`src/rtl/bank_sram_write_ctrl.sv`:
```
// Two-requester write front-end for a banked SRAM, with a configurable XOR butterfly bank permutation.
// Optional transfer/conflict counters are enabled by defining BANK_SRAM_WRITE_CTRL_PERF_EN.
module bank_sram_write_ctrl #(
    parameter int BW     = 8,
    parameter int NDATA  = 32,
    parameter int NBANK  = 16,
    parameter int XOR_BW = 4
) (
    input  logic                                    i_clk,
    input  logic                                    i_rst,
    input  logic                                    i_cfg_rdy,
    output logic                                    o_cfg_ack,
    input  logic [$clog2(NBANK)-1:0]                i_cfg_xor_mask,
    input  logic [$clog2(XOR_BW)*$clog2(NBANK)-1:0] i_cfg_xor_scheme,
    input  logic [1:0]                              i_wr_rdy,
    output logic [1:0]                              o_wr_ack,
    input  logic [2*$clog2(NDATA)-1:0]              i_wr_hiaddr,
    input  logic [2*NBANK*BW-1:0]                   i_wr_data,
    input  logic [2*NBANK-1:0]                      i_wr_be,
    output logic [NBANK-1:0]                        o_sram_we,
    output logic [$clog2(NDATA)-1:0]                o_sram_addr,
    output logic [NBANK*BW-1:0]                     o_sram_wdata,
    output logic                                    o_busy
`ifdef BANK_SRAM_WRITE_CTRL_PERF_EN
    ,
    output logic [31:0]                             o_perf_wr,
    output logic [31:0]                             o_perf_conflict
`endif
);

    localparam int AW  = $clog2(NDATA);
    localparam int BSW = $clog2(NBANK);
    localparam int XSW = $clog2(XOR_BW);
    localparam int DW  = NBANK * BW;

    typedef enum logic [1:0] {
        CFG_WAIT = 2'd0,
        RUN      = 2'd1,
        DRAIN    = 2'd2
    } state_t;

    function automatic logic [BSW-1:0] butterfly(input logic [AW-1:0] addr,
                                                 input logic [BSW-1:0] mask,
                                                 input logic [XSW*BSW-1:0] scheme);
        logic [BSW-1:0] m;
        logic [AW-1:0]  sh;
        m = {BSW{1'b0}};
        for (int i = 0; i < BSW; i++) begin
            sh   = addr >> scheme[i*XSW +: XSW];
            m[i] = sh[0] & mask[i];
        end
        return m;
    endfunction

    function automatic logic [DW-1:0] permute_data(input logic [DW-1:0] d, input logic [BSW-1:0] m);
        logic [DW-1:0] p;
        p = {DW{1'b0}};
        for (int j = 0; j < NBANK; j++) begin
            p[j*BW +: BW] = d[(j ^ int'(m))*BW +: BW];
        end
        return p;
    endfunction

    function automatic logic [NBANK-1:0] permute_be(input logic [NBANK-1:0] b, input logic [BSW-1:0] m);
        logic [NBANK-1:0] p;
        p = {NBANK{1'b0}};
        for (int j = 0; j < NBANK; j++) begin
            p[j] = b[j ^ int'(m)];
        end
        return p;
    endfunction

    state_t             state_r, state_s;
    logic               cfg_ack_s;
    logic [1:0]         ack_s;
    logic               xfer_s;
    logic               sel_s;
    logic               contested_s;
    logic [BSW-1:0]     cfg_mask_r;
    logic [XSW*BSW-1:0] cfg_scheme_r;
    logic               prio_r;
    logic               s1_valid_r;
    logic [AW-1:0]      s1_addr_r;
    logic [DW-1:0]      s1_data_r;
    logic [NBANK-1:0]   s1_be_r;
    logic               s2_valid_r;
    logic [BSW-1:0]     bfly_s;

    // Next-state, grant and configuration-ack decode.
    always_comb begin
        state_s   = state_r;
        cfg_ack_s = 1'b0;
        ack_s     = 2'b00;
        case (state_r)
            CFG_WAIT: begin
                if (i_cfg_rdy) begin
                    cfg_ack_s = 1'b1;
                    state_s   = RUN;
                end else begin
                    state_s   = CFG_WAIT;
                end
            end
            RUN: begin
                if (i_cfg_rdy) begin
                    state_s = DRAIN;
                end else begin
                    case (i_wr_rdy)
                        2'b01:   ack_s = 2'b01;
                        2'b10:   ack_s = 2'b10;
                        2'b11:   ack_s = prio_r ? 2'b10 : 2'b01;
                        default: ack_s = 2'b00;
                    endcase
                end
            end
            DRAIN: begin
                // Reconfigure only once nothing granted under the old mask is still in flight.
                if (!s1_valid_r && !s2_valid_r) begin
                    cfg_ack_s = 1'b1;
                    state_s   = RUN;
                end else begin
                    state_s   = DRAIN;
                end
            end
            default: state_s = CFG_WAIT;
        endcase
    end

    assign xfer_s      = |ack_s;
    assign sel_s       = ack_s[1];
    assign contested_s = (state_r == RUN) && !i_cfg_rdy && (i_wr_rdy == 2'b11);
    assign o_wr_ack    = ack_s;
    assign o_cfg_ack   = cfg_ack_s;
    assign bfly_s      = butterfly(s1_addr_r, cfg_mask_r, cfg_scheme_r);

    // FSM state, configuration registers and round-robin pointer.
    always_ff @(posedge i_clk or negedge i_rst) begin
        if (!i_rst) begin
            state_r      <= CFG_WAIT;
            cfg_mask_r   <= {BSW{1'b0}};
            cfg_scheme_r <= {(XSW*BSW){1'b0}};
            prio_r       <= 1'b0;
        end else begin
            state_r <= state_s;
            if (cfg_ack_s) begin
                cfg_mask_r   <= i_cfg_xor_mask;
                cfg_scheme_r <= i_cfg_xor_scheme;
            end
            if (contested_s) begin
                prio_r <= ~prio_r;
            end
        end
    end

    // Stage 1: capture the granted requester's write.
    always_ff @(posedge i_clk or negedge i_rst) begin
        if (!i_rst) begin
            s1_valid_r <= 1'b0;
            s1_addr_r  <= {AW{1'b0}};
            s1_data_r  <= {DW{1'b0}};
            s1_be_r    <= {NBANK{1'b0}};
        end else begin
            s1_valid_r <= xfer_s;
            if (xfer_s) begin
                s1_addr_r <= sel_s ? i_wr_hiaddr[AW +: AW] : i_wr_hiaddr[0 +: AW];
                s1_data_r <= sel_s ? i_wr_data[DW +: DW]   : i_wr_data[0 +: DW];
                s1_be_r   <= sel_s ? i_wr_be[NBANK +: NBANK] : i_wr_be[0 +: NBANK];
            end
        end
    end

    // Stage 2: permuted SRAM drive; address and data hold while the pipe is empty.
    always_ff @(posedge i_clk or negedge i_rst) begin
        if (!i_rst) begin
            s2_valid_r   <= 1'b0;
            o_busy       <= 1'b0;
            o_sram_we    <= {NBANK{1'b0}};
            o_sram_addr  <= {AW{1'b0}};
            o_sram_wdata <= {DW{1'b0}};
        end else begin
            s2_valid_r <= s1_valid_r;
            o_busy     <= xfer_s | s1_valid_r;
            if (s1_valid_r) begin
                o_sram_we    <= permute_be(s1_be_r, bfly_s);
                o_sram_addr  <= s1_addr_r;
                o_sram_wdata <= permute_data(s1_data_r, bfly_s);
            end else begin
                o_sram_we    <= {NBANK{1'b0}};
            end
        end
    end

`ifdef BANK_SRAM_WRITE_CTRL_PERF_EN
    logic conflict_s;
    assign conflict_s = (state_r == RUN) && (i_wr_rdy == 2'b11);

    // Saturating transfer and conflict counters.
    always_ff @(posedge i_clk or negedge i_rst) begin
        if (!i_rst) begin
            o_perf_wr       <= 32'd0;
            o_perf_conflict <= 32'd0;
        end else begin
            if (xfer_s && (o_perf_wr != 32'hFFFF_FFFF)) begin
                o_perf_wr <= o_perf_wr + 32'd1;
            end
            if (conflict_s && (o_perf_conflict != 32'hFFFF_FFFF)) begin
                o_perf_conflict <= o_perf_conflict + 32'd1;
            end
        end
    end
`else
    // Default build carries no performance counters.
`endif

endmodule

```
`config.mk`:
```
export PLATFORM = sky130hd
export DESIGN_NAME = bank_sram_write_ctrl
export DESIGN_NICKNAME = d
export VERILOG_FILES = /design/src/rtl/bank_sram_write_ctrl.sv
export SDC_FILE = /design/constraint.sdc
export NUM_CORES = 1
export LEC_CHECK = 0
export ABC_AREA = 1
export CORE_MARGIN = 4
export CORE_UTILIZATION = 52
export CTS_BUF_LIST = sky130_fd_sc_hd__clkbuf_8
export CTS_CLUSTER_DIAMETER = 40
export DETAILED_ROUTE_END_ITERATION = 8
export GPL_TIMING_DRIVEN = 0
export PLACE_DENSITY = 0.93
export SLEW_MARGIN = 10
export SYNTH_ARGS = -nofsm -noshare
export SYNTH_HDL_FRONTEND = slang
export SYNTH_SLANG_ARGS = --single-unit
```
`constraint.sdc`:
```
create_clock -name i_clk -period 2.1 [get_ports i_clk]
set_input_delay 0.21 -clock i_clk [delete_from_list [all_inputs] [get_ports i_clk]]
set_output_delay 0.21 -clock i_clk [all_outputs]
set_load 0.01 [all_outputs]
```
==> flow_summary.yaml, run 1 <==
status:
  status: "aborted with a tool error"
  lastStage: "global routing (5_1_grt)"
  stop_error: "[ERROR GRT-0232] Routing congestion too high. Check the congestion heatmap in the GUI."
die:
  fp.dieH_microns: 201
  start_util_pct: 52.8
  die_w_microns: 201
  io_pins: 468
  num_rows: 70
logic_synthesis:
  async_flop_share_pct: 100
  synth_edf_count: 0
  synth.top_cell.area_share_pct: 40.8
  synthFlopType: "dfrtp_1"
  ys_seq_area_share_pct: 40.8
  syn_inst: 2818
  syn_nets: 3133
  synth_top_cell_by_area: "dfrtp_1"
  yosys-top-cells-count: "nand3_1, nand2_1, dfrtp_1, nor2_1, a21oi_1"
  synth.ff_latch_count: 316
  synth.cell_area_sq_um: 19400
  synth.area.top_cells: "dfrtp_1, nand3_1, nand2_1"
  syn_area_per_cell_sq_um: 6.87
  synthMostInstantiatedCell: "nand3_1"
  ys_warn_count: 0
  synthDistinctLibCells: 24
placement:
  place_ws_ns: -0.515
  port_buffers: 467
  dp_hpwl_microns: 79400
  place.gp.congestion: 1.70
grt:
  overflow: 131
  grt_use_total_pct: 73.4
  grt_max_degree: 119
clock_tree:
  cts_root_buf: "clkbuf_8"
  cts_buffer_depth: 3
  cts_sinks: 316
  cts_buffers: 51
  cts_max_level: 2
## logic make-up after synthesis
group | Yosys count | share of synthesized area [%]
simple gates | 1908 | 44.3
compound gates | 336 | 8.72
flops | 316 | 40.8
buf+inv | 257 | 6.09
xor+xnor | 1 | 0.0452
## stage by stage
step / cells / instance area [sq um] / hold slack, ns
floorplan: 2818 / 19400 / -0.0856
CTS: 3862 / 26600 / 0.138
detailed placement: 3755 / 24700 / 0.355
global placement: 3753 / 24600 / 0.443
## routing by layer
layer | GRT overflow | global-route usage [%]
met5 | 1 | 46.0
met4 | 33 | 66.1
met3 | 14 | 65.7
met2 | 61 | 87.3
met1 | 22 | 71.7
## repair_timing
| item | CTS |
|---|---|
| setup buffers | 11 |
| gates cloned | 1 |
| hold buffers | 1 |
| endpoints found under the hold margin | 116 |
| setup endpoints to repair | 249 |
| gates resized for setup | 184 |
| pin swaps | 5 |
==> inputs of run 2 (changes only) <==
--- a/config.mk
+++ b/config.mk
@@ -7,12 +7,10 @@
 export LEC_CHECK = 0
 export ABC_AREA = 1
 export CORE_MARGIN = 4
-export CORE_UTILIZATION = 52
-export CTS_BUF_LIST = sky130_fd_sc_hd__clkbuf_8
-export CTS_CLUSTER_DIAMETER = 40
+export CORE_UTILIZATION = 40
 export DETAILED_ROUTE_END_ITERATION = 8
 export GPL_TIMING_DRIVEN = 0
-export PLACE_DENSITY = 0.93
+export PLACE_DENSITY_LB_ADDON = 0.15
 export SLEW_MARGIN = 10
 export SYNTH_ARGS = -nofsm -noshare
 export SYNTH_HDL_FRONTEND = slang
==> run 2 against run 1 <==
The flow now finishes, with violations (setup timing). Area after synthesis did not move. Synthesized cell count unchanged.
==> flow_summary.yaml, run 2 <==
layout:
  finalNetCount: 3689
  largestRegisters: "o_sram_wdata: 128 flops, s1_data_r: 128 flops"
  area_delta_synth_final_pct: 71.8
  fin_cells: 4014
  drive_gt1_share_pct: 32.8
  layout_common_cells: "nand2_1, nand3_2, clkdlybuf4s50_1, nand3_1, dfrtp_1"
  final_common_cell: "nand2_1"
sta:
  finalMaxSlewViolations: 0
  finClkSkew_ns: 0.0301
  fin_crit_ns: 2.42
  setup-violations-final: 152
  fmax_mhz: 414
  relSlewSlack_pct: 27.6
  setup_slack_ns: -0.316
  period_share_pct: 115
  setup-tns-final_ns: -28.56
  rsz0062_at_grt: "yes"
  worst_pin_slew_ns: 1.09
  hold_violations: 0
logic_synthesis:
  synthMostInstantiatedCell: "nand3_1"
  async_flop_share_pct: 100
  synth_top_cell_by_area: "dfrtp_1"
  synthFlopType: "dfrtp_1"
  yosys-top-cells-count: "nand3_1, nand2_1, dfrtp_1, nor2_1, a21oi_1"
  synth.cell_area_sq_um: 19400
  syn_area_per_cell_sq_um: 6.87
  ys_seq_area_share_pct: 40.8
  syn_nets: 3133
  synth_edf_count: 0
  synth.area.top_cells: "dfrtp_1, nand3_1, nand2_1"
  syn_inst: 2818
  synthDistinctLibCells: 24
  ys_warn_count: 0
  synth.top_cell.area_share_pct: 40.8
  synth.ff_latch_count: 316
clock_tree:
  cts_sinks: 316
  clk_pin_slew_ns: 0.07
  cts_max_level: 2
  cts_buffers: 34
  clkLatencyLatePin_ns: 0.58
  cts_tree: "done"
  cts_buffer_depth: 3
  cts_root_buf: "clkbuf_16"
worst_setup_path:
  crit_type: "register to register"
  rr_worst_depth: 12
  crit_family: "simple AND/OR/NAND/NOR gates"
  startpoint_type: "register"
  crit_path_max_incr_delay_ns: 0.41
  reg2reg_to: "o_sram_wdata[111]"
  end_kind: "register"
  crit_slowest_cell: "dfrtp_1"
  timing.rr.start: "s1_addr_r[1]"
  required_ns: 2.55
  path_cells: "inv_2 -> nand2_2 -> nand3_4 -> nand2_8 -> nand2_4 -> buf_6 -> nand2_1 -> nand3_1 -> nand3_4 -> nand3_2 -> nand3_2 -> nand2_1"
  rrSetupSlack_ns: -0.32
  cp_max_fo: 10
  arrival_ns: 2.86
  worst-path-buf-inv: 2
grt:
  grt_pass1_vias: 25269
  grt_first_pass_wirelength_microns: 182000
  overflow: 0
  grt_use_total_pct: 48.0
  grt_max_degree: 118
  antenna_found_initial: 4
placement:
  dp_hpwl_microns: 102000
  place.gp.congestion: 1.24
  port_buffers: 467
  placed_cells: 3902
  place_ws_ns: -1.14
status:
  violations: "setup timing"
  status: "finished with violations"
die:
  start_util_pct: 40.5
  fp.dieH_microns: 228
  num_rows: 80
  io_pins: 468
  core_area_sq_um: 47800
  die-area_sq_um: 52000
  die_w_microns: 228
drt:
  drt-pass1-iter-count: 8
  drt_iter0_markers: 4585
  vias: 27303
  drt.antenna.violating_nets: 0
  via_per_inst: 6.80
  route.detailed.drc: 0
  wl_per_cell_microns: 33.7
  wl_microns: 135000
worst_hold_path:
  hold_depth: 3
  worstHoldStart: "i_cfg_xor_mask[3]"
  hold_end: "cfg_mask_r[3]"
  hp-class: "input pin to register"
flow_run:
  drv_cap: 0
run 2: cell counts after synthesis:
No cell type changed its count.
run 2: stage by stage:
step           hold slack, ns  cell area [sq um]  util, %
4_1_cts                 0.176              29800     62.2
6_report                0.180              33300     69.6
2_1_floorplan         -0.0856              19400        -
3_5_place_dp            0.341              24900     52.0
3_3_place_gp            0.442              24800     51.9
5_1_grt                 0.211              33300     69.6
run 2: timing repair:
action,CTS,global route
resized for setup,792,669
hold buffers,1,0
buffers inserted,27,14
pin swaps,29,75
gates cloned,4,14
endpoints found under the setup margin,253,264
endpoints found under the hold margin,110,0
run 2: metal layers:
layer	share of wire, %	global-route usage (%)	wire [microns]
met1	35	60.1	47400
met2	40	69.3	54300
met3	15	20.0	19900
met4	10	28.2	13500
met5	0.23	1.01	313
run 2: cell families (layout without fill, tap and decap cells):
kind of cell	count (synthesis)	in the layout	share of synthesized area [%]
AND/OR/NAND/NOR	1908	1912	44.3
AO/OA/AOI/OAI	336	336	8.72
flip-flops	316	316	40.8
buffers and inverters	257	833	6.09
XOR/XNOR	1	1	0.0452
other	0	1	0
run 2: cell type report:
cell class / count / area (sq um)
Multi-Input combinational cell: 2249 / 15800
Fill cell: 3561 / 14600
Sequential cell: 316 / 7910
Timing Repair Buffer: 524 / 5440
Buffer: 224 / 2080
Clock buffer: 50 / 1010
Tap cell: 615 / 769
Clock inverter: 10 / 131
Inverter: 24 / 118
Timing Repair inverter: 1 / 11.3
Antenna cell: 1 / 2.50
run 2: tightest hold or removal path: stages:
cell and delay, ns:
clkdlybuf4s50_1 0.39, nand2_1 0.07, nand2_1 0.05
run 2: how the worst max path moves through the flow:
stage               startpoint                 to  depth (start not counted)
6_report          s1_addr_r[1]  o_sram_wdata[111]                         12
5_1_grt           s1_addr_r[1]    o_sram_wdata[9]                         14
4_1_cts        cfg_scheme_r[0]   o_sram_wdata[49]                         13
3_5_place_dp      s1_addr_r[2]   o_sram_wdata[49]                         11
3_3_place_gp             i_rst      s1_data_r[12]                          1
2_1_floorplan     s1_addr_r[2]   o_sram_wdata[98]                         12
Power of run 2 is left out: the tool's default activity adds up to more than one toggle a clock period on the data nets, which glitch-free logic cannot reach.
==> inputs of run 3 (changes only) <==
--- a/config.mk
+++ b/config.mk
@@ -11,6 +11,7 @@
 export DETAILED_ROUTE_END_ITERATION = 8
 export GPL_TIMING_DRIVEN = 0
 export PLACE_DENSITY_LB_ADDON = 0.15
+export RECOVER_POWER = 50
 export SLEW_MARGIN = 10
 export SYNTH_ARGS = -nofsm -noshare
 export SYNTH_HDL_FRONTEND = slang
==> run 3 against run 2 <==
The flow still finishes with violations (setup timing). Count of clock-buffer cells in the layout stayed put. Wire length hardly changed. Global-route usage stayed put.
==> flow_summary.yaml, run 3 (same netlist as run 2, synthesis figures left out) <==
status:
  status: "finished with violations"
  violations: "setup timing"
drt:
  via_per_inst: 6.82
  drt-pass1-iter-count: 9
  wl_per_cell_microns: 33.8
  drt.antenna.violating_nets: 0
  drt_iter0_markers: 4485
  wl_microns: 136000
  route.detailed.drc: 0
  vias: 27365
die:
  fp.dieH_microns: 228
  die-area_sq_um: 52000
  die_w_microns: 228
  io_pins: 468
  core_area_sq_um: 47800
  num_rows: 80
  start_util_pct: 40.5
worst_setup_path:
  cp_max_fo: 10
  required_ns: 2.55
  arrival_ns: 2.88
  crit_type: "register to register"
  end_kind: "register"
  startpoint_type: "register"
clock_tree:
  cts_buffers: 34
  cts_buffer_depth: 3
  clk_pin_slew_ns: 0.07
  cts_max_level: 2
  clkLatencyLatePin_ns: 0.59
  cts_tree: "done"
  cts_root_buf: "clkbuf_16"
  cts_sinks: 316
sta:
  setup_slack_ns: -0.337
  worst_pin_slew_ns: 1.10
  period_share_pct: 116
  fmax_mhz: 410
  finalMaxSlewViolations: 0
  relSlewSlack_pct: 26.7
  fin_crit_ns: 2.44
  setup-violations-final: 151
  rsz0062_at_grt: "yes"
  finClkSkew_ns: 0.0293
  hold_violations: 0
  setup-tns-final_ns: -30.13
placement:
  place_ws_ns: -1.14
  dp_hpwl_microns: 102000
  port_buffers: 467
  place.gp.congestion: 1.24
layout:
  largestRegisters: "o_sram_wdata: 128 flops, s1_data_r: 128 flops"
  final_common_cell: "nand2_1"
  nFillCells: 3568
  multi_input_area_sq_um: 15800
  area_delta_synth_final_pct: 71.7
  regArea_sq_um: 7910
  finalNetCount: 3689
  layout_common_cells: "nand2_1, nand3_2, clkdlybuf4s50_1, nand3_1, dfrtp_1"
  drive_gt1_share_pct: 32.7
grt:
  grt_first_pass_wirelength_microns: 182000
  grt_use_total_pct: 48.0
  antenna_found_initial: 4
  grt_max_degree: 118
  overflow: 0
  grt_pass1_vias: 25269
worst_hold_path:
  hp-class: "input pin to register"
flow_run:
  drv_cap: 0
run 3: changes by cell type in the layout (fill, tap and decap cells not counted), sizes merged:
cell,previous run,this run
clkdlybuf4s50,463,448
buf,185,184
dlygate4sd3,1,16
clkbuf,148,149
run 3: area by class of cell:
type | count | area share (%)
multi-input cells | 2249 | 47.5
flip-flops and latches | 316 | 23.8
repair buffers | 524 | 16.3
plain buffers | 224 | 6.26
clock buffers | 50 | 3.04
well taps | 615 | 2.31
clock inverters | 10 | 0.395
inverters | 24 | 0.354
repair inverters | 1 | 0.0339
diodes | 1 | 0.00753
run 3: layer usage:
metal / track usage [%] / wire [microns] / vias up
li1: - / - / 10930
met3: 20.0 / 20400 / 720
met5: 1.01 / 308 / -
met2: 69.3 / 54300 / 2609
met1: 60.1 / 47000 / 13094
met4: 28.2 / 13600 / 12
run 3: final timing paths:
| path | cells after the start | start | slack [ns] | to |
|---|---|---|---|---|
| setup / recovery | 11 | s1_addr_r[1] | -0.34 | o_sram_wdata[51] |
| hold / removal | 3 | i_cfg_xor_mask[3] | 0.18 | cfg_mask_r[3] |
| setup reg to reg | 11 | s1_addr_r[1] | -0.34 | o_sram_wdata[51] |
| hold reg to reg | 2 | o_sram_wdata[8] | 0.48 | o_sram_wdata[8] |
| max in group asynchronous | 3 | i_rst | 0.24 | s1_data_r[11] |
| min in group asynchronous | 2 | i_rst | 0.29 | o_sram_we[7] |
run 3: through the flow:
stage	std cells	util (%)	cell area (sq um)	hold WS, ns
2_1_floorplan	2818	-	19400	-0.0856
3_3_place_gp	3900	51.9	24800	0.442
3_5_place_dp	3902	52.0	24900	0.341
4_1_cts	3989	62.2	29800	0.176
5_1_grt	4014	69.5	33200	0.211
6_report	4014	69.5	33200	0.177
run 3: critical path, stage by stage (launching register included):
cell and delay, ns:
dfrtp_1 0.42, inv_2 0.17, nand2_1 0.08, nand3b_1 0.18, nand2_4 0.12, nand2_8 0.18, buf_4 0.31, nand3_2 0.25
nand3_2 0.17, nand3_2 0.15, nand3_1 0.14, nand2_1 0.07
run 3: repair_timing:
| action | 4_1_cts | 5_1_grt |
|---|---|---|
| setup buffers | 27 | 14 |
| pin swaps | 29 | 75 |
| gates resized for setup | 792 | 669 |
| hold buffers | 1 | 0 |
| endpoints found under the hold margin | 110 | 0 |
| gates cloned | 4 | 14 |
| endpoints found under the setup margin | 253 | 264 |
Power of run 3 is left out for the same reason.
